File: config.mk
export PLATFORM = sky130hd
export DESIGN_NAME = gshare_predictor_flat
export DESIGN_NICKNAME = d
export VERILOG_FILES = /design/src/rtl/gshare_if.sv /design/src/rtl/gshare_predictor.sv /design/src/flat_wrapper.sv
export SDC_FILE = /design/constraint.sdc
export NUM_CORES = 2
export LEC_CHECK = 0
export CAP_MARGIN = 20
export CORE_MARGIN = 5
export CORE_UTILIZATION = 56
export DETAILED_ROUTE_END_ITERATION = 10
export GPL_TIMING_DRIVEN = 0
export PLACE_DENSITY_LB_ADDON = 0.2
export SLEW_MARGIN = 10
export SYNTH_ARGS = -nofsm -noshare
export SYNTH_HDL_FRONTEND = slang
export SYNTH_SLANG_ARGS = --single-unit
export TNS_END_PERCENT = 5
File: constraint.sdc
create_clock -name clk -period 11.6 [get_ports clk]
set_input_delay 3.48 -clock clk [delete_from_list [all_inputs] [get_ports clk]]
set_output_delay 3.48 -clock clk [all_outputs]
set_load 0.05 [all_outputs]
File: src/rtl/gshare_if.sv
// Fetch-side predict bus and resolution-side update bus of the gshare predictor.
interface gshare_if #(
    parameter int DBITS    = 32,
    parameter int BHR_BITS = 8
);
    logic                fe_valid;
    logic [DBITS-1:0]    fe_pc;
    logic                pred_dir;
    logic                btb_hit;
    logic                pred_taken;
    logic [DBITS-1:0]    pred_target;
    logic                upd_valid;
    logic [DBITS-1:0]    upd_pc;
    logic                upd_cond;
    logic                upd_taken;
    logic [DBITS-1:0]    upd_target;
    logic [BHR_BITS-1:0] bhr_out;

    modport master (
        output fe_valid, fe_pc, upd_valid, upd_pc, upd_cond, upd_taken, upd_target,
        input  pred_dir, btb_hit, pred_taken, pred_target, bhr_out
    );
    modport slave (
        input  fe_valid, fe_pc, upd_valid, upd_pc, upd_cond, upd_taken, upd_target,
        output pred_dir, btb_hit, pred_taken, pred_target, bhr_out
    );
endinterface

File: src/rtl/gshare_predictor.sv
// Gshare direction predictor (2-bit PHT indexed by PC^BHR) with a direct-mapped BTB.
// Prediction is combinational; training lands at the clock edge ending the update cycle.
module gshare_predictor #(
    parameter int DBITS        = 32,
    parameter int BHR_BITS     = 8,
    parameter int BTB_IDX_BITS = 4
) (
    input  logic     clk,
    input  logic     reset,
    gshare_if.slave  bp
);
    localparam int PHT_N = 1 << BHR_BITS;
    localparam int BTB_N = 1 << BTB_IDX_BITS;
    localparam int TAG_W = DBITS - BTB_IDX_BITS - 2;

    typedef struct packed {
        logic             valid;
        logic [TAG_W-1:0] tag;
        logic [DBITS-1:0] target;
        logic             cond;
    } btb_entry_t;

    logic [1:0]          pht_q [PHT_N];
    btb_entry_t          btb_q [BTB_N];
    logic [BHR_BITS-1:0] bhr_q, bhr_d;
    logic [1:0]          ctr_d;

    // predict path
    logic [BHR_BITS-1:0]     fe_idx;
    logic [BTB_IDX_BITS-1:0] fe_bidx;
    btb_entry_t              fe_ent;
    logic                    raw_dir, raw_hit;
    logic [DBITS-1:0]        fe_pc_p4;

    assign fe_idx   = bp.fe_pc[BHR_BITS+1:2] ^ bhr_q;
    assign fe_bidx  = bp.fe_pc[BTB_IDX_BITS+1:2];
    assign fe_ent   = btb_q[fe_bidx];
    assign raw_dir  = pht_q[fe_idx][1];
    assign raw_hit  = fe_ent.valid && (fe_ent.tag == bp.fe_pc[DBITS-1:BTB_IDX_BITS+2]);
    assign fe_pc_p4 = bp.fe_pc + DBITS'(4);

    // Outputs are masked while reset is high so they are defined before the first reset edge.
    assign bp.pred_dir    = !reset && raw_dir;
    assign bp.btb_hit     = !reset && raw_hit;
    assign bp.pred_taken  = !reset && bp.fe_valid && raw_hit && (!fe_ent.cond || raw_dir);
    assign bp.pred_target = bp.pred_taken ? fe_ent.target : fe_pc_p4;
    assign bp.bhr_out     = reset ? '0 : bhr_q;

    // update path
    logic [BHR_BITS-1:0]     upd_idx;
    logic [BTB_IDX_BITS-1:0] upd_bidx;
    logic [1:0]              upd_ctr;
    logic                    unused_upd_lsb;

    assign upd_idx        = bp.upd_pc[BHR_BITS+1:2] ^ bhr_q;
    assign upd_bidx       = bp.upd_pc[BTB_IDX_BITS+1:2];
    assign upd_ctr        = pht_q[upd_idx];
    assign unused_upd_lsb = ^bp.upd_pc[1:0];

    always_comb begin
        ctr_d = upd_ctr;
        if (bp.upd_taken) begin
            if (upd_ctr != 2'b11) ctr_d = upd_ctr + 2'd1;
        end else begin
            if (upd_ctr != 2'b00) ctr_d = upd_ctr - 2'd1;
        end
        bhr_d = {bhr_q[BHR_BITS-2:0], bp.upd_taken};
    end

    always_ff @(posedge clk) begin
        if (reset) begin
            bhr_q <= '0;
            for (int i = 0; i < PHT_N; i++) pht_q[i] <= 2'b01;
            for (int i = 0; i < BTB_N; i++) btb_q[i].valid <= 1'b0;
        end else if (bp.upd_valid) begin
            btb_q[upd_bidx] <= '{valid:  1'b1,
                                 tag:    bp.upd_pc[DBITS-1:BTB_IDX_BITS+2],
                                 target: bp.upd_target,
                                 cond:   bp.upd_cond};
            if (bp.upd_cond) begin
                pht_q[upd_idx] <= ctr_d;
                bhr_q          <= bhr_d;
            end
        end
    end
endmodule

File: src/flat_wrapper.sv
// flat-port wrapper written by rule: the top's interface ports become plain ports
module gshare_predictor_flat 
#(
    parameter int DBITS        = 32,
    parameter int BHR_BITS     = 8,
    parameter int BTB_IDX_BITS = 4
)
  (clk, reset, bp_fe_valid, bp_fe_pc, bp_upd_valid, bp_upd_pc, bp_upd_cond, bp_upd_taken, bp_upd_target, bp_pred_dir, bp_btb_hit, bp_pred_taken, bp_pred_target, bp_bhr_out);
  gshare_if #(.DBITS(DBITS), .BHR_BITS(BHR_BITS)) bp_i ();
  input  logic clk;
  input  logic reset;
  input wire logic [$bits(bp_i.fe_valid)-1:0] bp_fe_valid;
  input wire logic [$bits(bp_i.fe_pc)-1:0] bp_fe_pc;
  input wire logic [$bits(bp_i.upd_valid)-1:0] bp_upd_valid;
  input wire logic [$bits(bp_i.upd_pc)-1:0] bp_upd_pc;
  input wire logic [$bits(bp_i.upd_cond)-1:0] bp_upd_cond;
  input wire logic [$bits(bp_i.upd_taken)-1:0] bp_upd_taken;
  input wire logic [$bits(bp_i.upd_target)-1:0] bp_upd_target;
  output wire logic [$bits(bp_i.pred_dir)-1:0] bp_pred_dir;
  output wire logic [$bits(bp_i.btb_hit)-1:0] bp_btb_hit;
  output wire logic [$bits(bp_i.pred_taken)-1:0] bp_pred_taken;
  output wire logic [$bits(bp_i.pred_target)-1:0] bp_pred_target;
  output wire logic [$bits(bp_i.bhr_out)-1:0] bp_bhr_out;
  assign bp_i.fe_valid = bp_fe_valid;
  assign bp_i.fe_pc = bp_fe_pc;
  assign bp_i.upd_valid = bp_upd_valid;
  assign bp_i.upd_pc = bp_upd_pc;
  assign bp_i.upd_cond = bp_upd_cond;
  assign bp_i.upd_taken = bp_upd_taken;
  assign bp_i.upd_target = bp_upd_target;
  assign bp_pred_dir = bp_i.pred_dir;
  assign bp_btb_hit = bp_i.btb_hit;
  assign bp_pred_taken = bp_i.pred_taken;
  assign bp_pred_target = bp_i.pred_target;
  assign bp_bhr_out = bp_i.bhr_out;
  gshare_predictor #(.DBITS(DBITS), .BHR_BITS(BHR_BITS), .BTB_IDX_BITS(BTB_IDX_BITS)) u_core (.clk(clk), .reset(reset), .bp(bp_i));
endmodule
==> qor.txt <==
DETAILED ROUTING
----------------------------------------------------------------------------------
Detailed-route wire length per cell .................................      41.5 um
Residual DRC ........................................................            0
Total wire length after detailed routing ............................       248 mm
Number of nets with antenna violations after detailed routing .......            0
Number of optimization iterations in the first detailed-route pass ..            7
Number of vias after detailed routing ...............................        43300
Iteration-0 DRC count of the detailed router ........................         8009
Via-per-instance ratio ..............................................         7.24

OUTCOME
----------------------------------------------------------------------------------
Status .............................................................. finished with violations
Violations in the final reports ..................................... setup timing

PLACEMENT
----------------------------------------------------------------------------------
Number of input and output port buffers inserted ....................          127
GPL Wtd Cong ........................................................         1.08
Sum of net half-perimeters after detailed placement .................       173 mm
Placement Setup Slack ...............................................     -1.68 ns

WORST SETUP PATH
----------------------------------------------------------------------------------
Crit start category .................................................   input port
Maximum net fanout on the critical path .............................           10
Slack of the worst reg-to-reg path ..................................      5.67 ns
Required @ worst endpoint ...........................................      8.12 ns
Critical path endpoint category .....................................   output pin
Logic depth of the worst register-to-register path ..................            9
Arrival time at the worst endpoint ..................................      8.17 ns
WS Path Type ........................................................       in2out

TIMING
----------------------------------------------------------------------------------
Total negative slack for setup checks ...............................    -0.650 ns
Final-report setup violation count ..................................           22
Slew at the pin closest to its max-slew limit .......................      1.38 ns
Worst setup margin ..................................................   -0.0518 ns
Max Freq ............................................................     85.8 MHz
Max-slew violation total from the final report ......................            0
Clock skew ..........................................................    0.0466 ns
Clock period minus worst slack ......................................     11.65 ns
Period Utilization, post-route ......................................         100%
Unrepaired setup endpoints after global routing .....................        false
Worst rel slew slack ................................................        7.73%
Number of hold violations in the final report .......................            0

GRT
----------------------------------------------------------------------------------
Fraction of met3 tracks used by global routing ......................        13.9%
Global-route wire length before repair ..............................       336 mm
Total routing usage reported by global routing ......................        39.1%
GR met2 Demand/Resource .............................................        57.1%
Met1 track demand over resource .....................................        51.2%
Largest net degree at the start of global routing ...................           21
Initial antenna violation count .....................................           24
Vias in the first global route ......................................        41400
Busiest layer in global routing .....................................         met2
GRT Residual Overflow ...............................................            0

DIE
----------------------------------------------------------------------------------
Top-level I/O count .................................................          145
Count of standard-cell rows .........................................          127
Floorplan core area .................................................    0.119 mm2
Starting density of the core ........................................        56.2%
Vertical extent of the die ..........................................       356 um
Full die area .......................................................    0.127 mm2
Floorplan die width .................................................       356 um

POWER
----------------------------------------------------------------------------------
Fraction of power consumed by sequential logic ......................        49.5%
Peak supply drop ....................................................     0.171 mV
Combinational Power Share ...........................................        11.1%
Int Pwr .............................................................      9.05 mW
Lkg Pwr .............................................................      23.5 nW
Pwr/cell area .......................................................   156 mW/mm2
Clock share of power ................................................        39.3%
Total net switching power ...........................................      3.00 mW
Switching part of the total power ...................................        24.9%

SYNTH
----------------------------------------------------------------------------------
Cell area after synthesis ...........................................   0.0672 mm2
Most used standard cell by instance count after synthesis ........... sky130_fd_sc_hd__edfxtp_1
Syn Nets ............................................................         3930
Count of state elements after synthesis .............................         1480
Leading cell types by total area after synthesis .................... sky130_fd_sc_hd__edfxtp_1 (65%), sky130_fd_sc_hd__mux4_2 (15%), sky130_fd_sc_hd__nor3_2 (3.6%)
Post-synth cell types ...............................................           67
Mean Syn Cell Area ..................................................     17.5 um2
Dominant synthesized flop cell ...................................... sky130_fd_sc_hd__edfxtp_1
Yosys top cell by area .............................................. sky130_fd_sc_hd__edfxtp_1
Share of flip-flops with an asynchronous set or reset ...............           0%
EDFF count, synth ...................................................         1456
Synthesized netlist cell count ......................................         3827
YS warnings .........................................................            0
Leading post-synthesis cells by instance count ...................... sky130_fd_sc_hd__edfxtp_1 (1456), sky130_fd_sc_hd__mux4_2 (438), sky130_fd_sc_hd__nand3_1 (316)
Area share of the leading cell type in the synthesized netlist ......        65.1%
Proportion of synthesized chip area in sequential cells .............        65.8%

FINAL LAYOUT
----------------------------------------------------------------------------------
Fraction of final layout cells with drive strength greater than 1 ...        30.9%
Number of fill cells ................................................         8368
Total area of multi-input combinational cells .......................   0.0206 mm2
Flip-flop and latch area ............................................   0.0442 mm2
Net count of the finished layout ....................................         4337
Signed area change from the synthesized netlist to the final layout .        15.4%

CLOCKING
----------------------------------------------------------------------------------
Total of hold buffers inserted after clock tree synthesis ...........            0
Clock tree from TritonCTS ...........................................        built
Number of buffers between clock root and the deepest sink ...........            3
TritonCTS buffer count ..............................................          154
Worst-path clk slew .................................................      0.06 ns
Clock sink count ....................................................         1480
Worst-Skew Late Latency .............................................      0.81 ns
Deepest level of the CTS H-tree .....................................            4
Clk Tree Root Cell .................................................. sky130_fd_sc_hd__clkbuf_16

FLOW RUN
----------------------------------------------------------------------------------
Maximum capacitance violations ......................................            0

MIN PATH
----------------------------------------------------------------------------------
Worst Hold Class ....................................................      reg2reg
Hold path depth .....................................................            1

per-stage QoR:
stage | std cells | hold slack [ns] | utilization (%) | power [mW] | area, um2
after detailed placement | 5680 | 0.437 | 60.5 | 7.35 | 72300
after global routing | 5964 | 0.470 | 64.8 | 12.3 | 77400
after floorplan | 3827 | 0.425 | - | 6.82 | 67200
after global placement | 5566 | 0.432 | 59.0 | 7.33 | 70400
after CTS | 5954 | 0.451 | 64.7 | 12.0 | 77300
final | 5979 | 0.454 | 64.8 | 12.1 | 77500
registers in the layout, summed over array words and instances, names as in the netlist:
name          count
u_core.btb_q    960
u_core.pht_q    512
u_core.bhr_q      8
final cells by class:
type / count / share of cell area [%]
Tap cell: 1612 / 2.60
Sequential cell: 1480 / 57.1
Inverter: 7 / 0.0339
Antenna cell: 18 / 0.0581
Timing Repair Buffer: 251 / 3.98
Buffer: 375 / 3.57
Multi-Input combinational cell: 1965 / 26.6
Clock inverter: 74 / 0.758
Clock buffer: 197 / 5.30
metal layers:
metal | share of wire (%) | wire length (um)
met3 | 14 | 34900
met2 | 44 | 109000
met4 | 7.3 | 18200
met1 | 35 | 86100
met5 | 0.030 | 74
logic make-up after synthesis:
family          share of synthesized area [%]
flops                                    65.8
simple gates                             8.02
mux                                      17.2
compound gates                           3.70
buf+inv                                  3.93
xor+xnor                                 1.30
fa+ha+maj                              0.0596
worst max-delay path, cell delays in order:
cell,delay (ns)
sky130_fd_sc_hd__clkdlybuf4s50_1,0.70
sky130_fd_sc_hd__xor2_1,0.30
sky130_fd_sc_hd__nor2_2,0.75
sky130_fd_sc_hd__a22oi_1,0.23
sky130_fd_sc_hd__a211oi_1,0.54
sky130_fd_sc_hd__a211oi_1,0.11
sky130_fd_sc_hd__a211oi_1,0.47
sky130_fd_sc_hd__a211oi_4,0.15
sky130_fd_sc_hd__and4bb_1,0.35
sky130_fd_sc_hd__buf_6,0.18
sky130_fd_sc_hd__buf_6,0.19
sky130_fd_sc_hd__mux2_1,0.36
sky130_fd_sc_hd__clkdlybuf4s15_2,0.34
power by group through the flow:
| stage | clock, mW | combinational, mW | sequential (mW) |
|---|---|---|---|
| after floorplan | 0 | 0.752 | 6.07 |
| after global placement | 0 | 1.24 | 6.08 |
| after detailed placement | 0 | 1.27 | 6.08 |
| after CTS | 4.73 | 1.29 | 5.97 |
| after global routing | 4.97 | 1.35 | 5.97 |
| final | 4.74 | 1.34 | 5.97 |
worst paths after layout:
check,to,start
setup reg to reg,u_core.pht_q[156][0]$_SDFFCE_PN1P_,u_core.bhr_q[3]$_SDFFE_PP0P_
hold reg to reg,u_core.btb_q[7][59]$_SDFFE_PP1P_,u_core.btb_q[7][59]$_SDFFE_PP1P_
setup / recovery,bp_pred_target[21],bp_fe_pc[5]
hold / removal,u_core.btb_q[7][59]$_SDFFE_PP1P_,u_core.btb_q[7][59]$_SDFFE_PP1P_
cells in the final DEF, fill, tap and decap left out, types with 24 or more instances in the layout:
master / netlist / layout
sky130_fd_sc_hd__nor2_1: 91 / 72
sky130_fd_sc_hd__buf_6: 53 / 91
sky130_fd_sc_hd__clkdlybuf4s15_2: 0 / 30
sky130_fd_sc_hd__clkinv_1: 0 / 31
sky130_fd_sc_hd__o21ai_0: 269 / 265
sky130_fd_sc_hd__mux2i_1: 76 / 70
sky130_fd_sc_hd__nor3_2: 240 / 244
sky130_fd_sc_hd__clkdlybuf4s50_1: 0 / 93
sky130_fd_sc_hd__edfxtp_1: 1456 / 1456
sky130_fd_sc_hd__nand2_1: 116 / 116
sky130_fd_sc_hd__nand3_1: 316 / 316
sky130_fd_sc_hd__clkbuf_16: 0 / 157
sky130_fd_sc_hd__dfxtp_1: 24 / 24
sky130_fd_sc_hd__buf_8: 9 / 28
sky130_fd_sc_hd__nor3_1: 36 / 32
sky130_fd_sc_hd__buf_2: 61 / 40
sky130_fd_sc_hd__mux2_4: 27 / 27
sky130_fd_sc_hd__xnor2_1: 51 / 46
sky130_fd_sc_hd__xor2_1: 45 / 41
sky130_fd_sc_hd__a22oi_1: 46 / 43
sky130_fd_sc_hd__mux4_2: 438 / 438
sky130_fd_sc_hd__clkbuf_1: 167 / 178
sky130_fd_sc_hd__clkinv_2: 0 / 26
sky130_fd_sc_hd__buf_4: 31 / 82
sky130_fd_sc_hd__a21oi_1: 40 / 39
sky130_fd_sc_hd__buf_12: 21 / 49
timing repair:
action                                  4_1_cts  5_1_grt
buffers inserted                              3        0
hold endpoints to repair                      0        0
gates resized for setup                     195       14
endpoints found under the setup margin       35       33
pin swaps                                     1        2
Note: power is estimated with default switching activity, not from simulation.
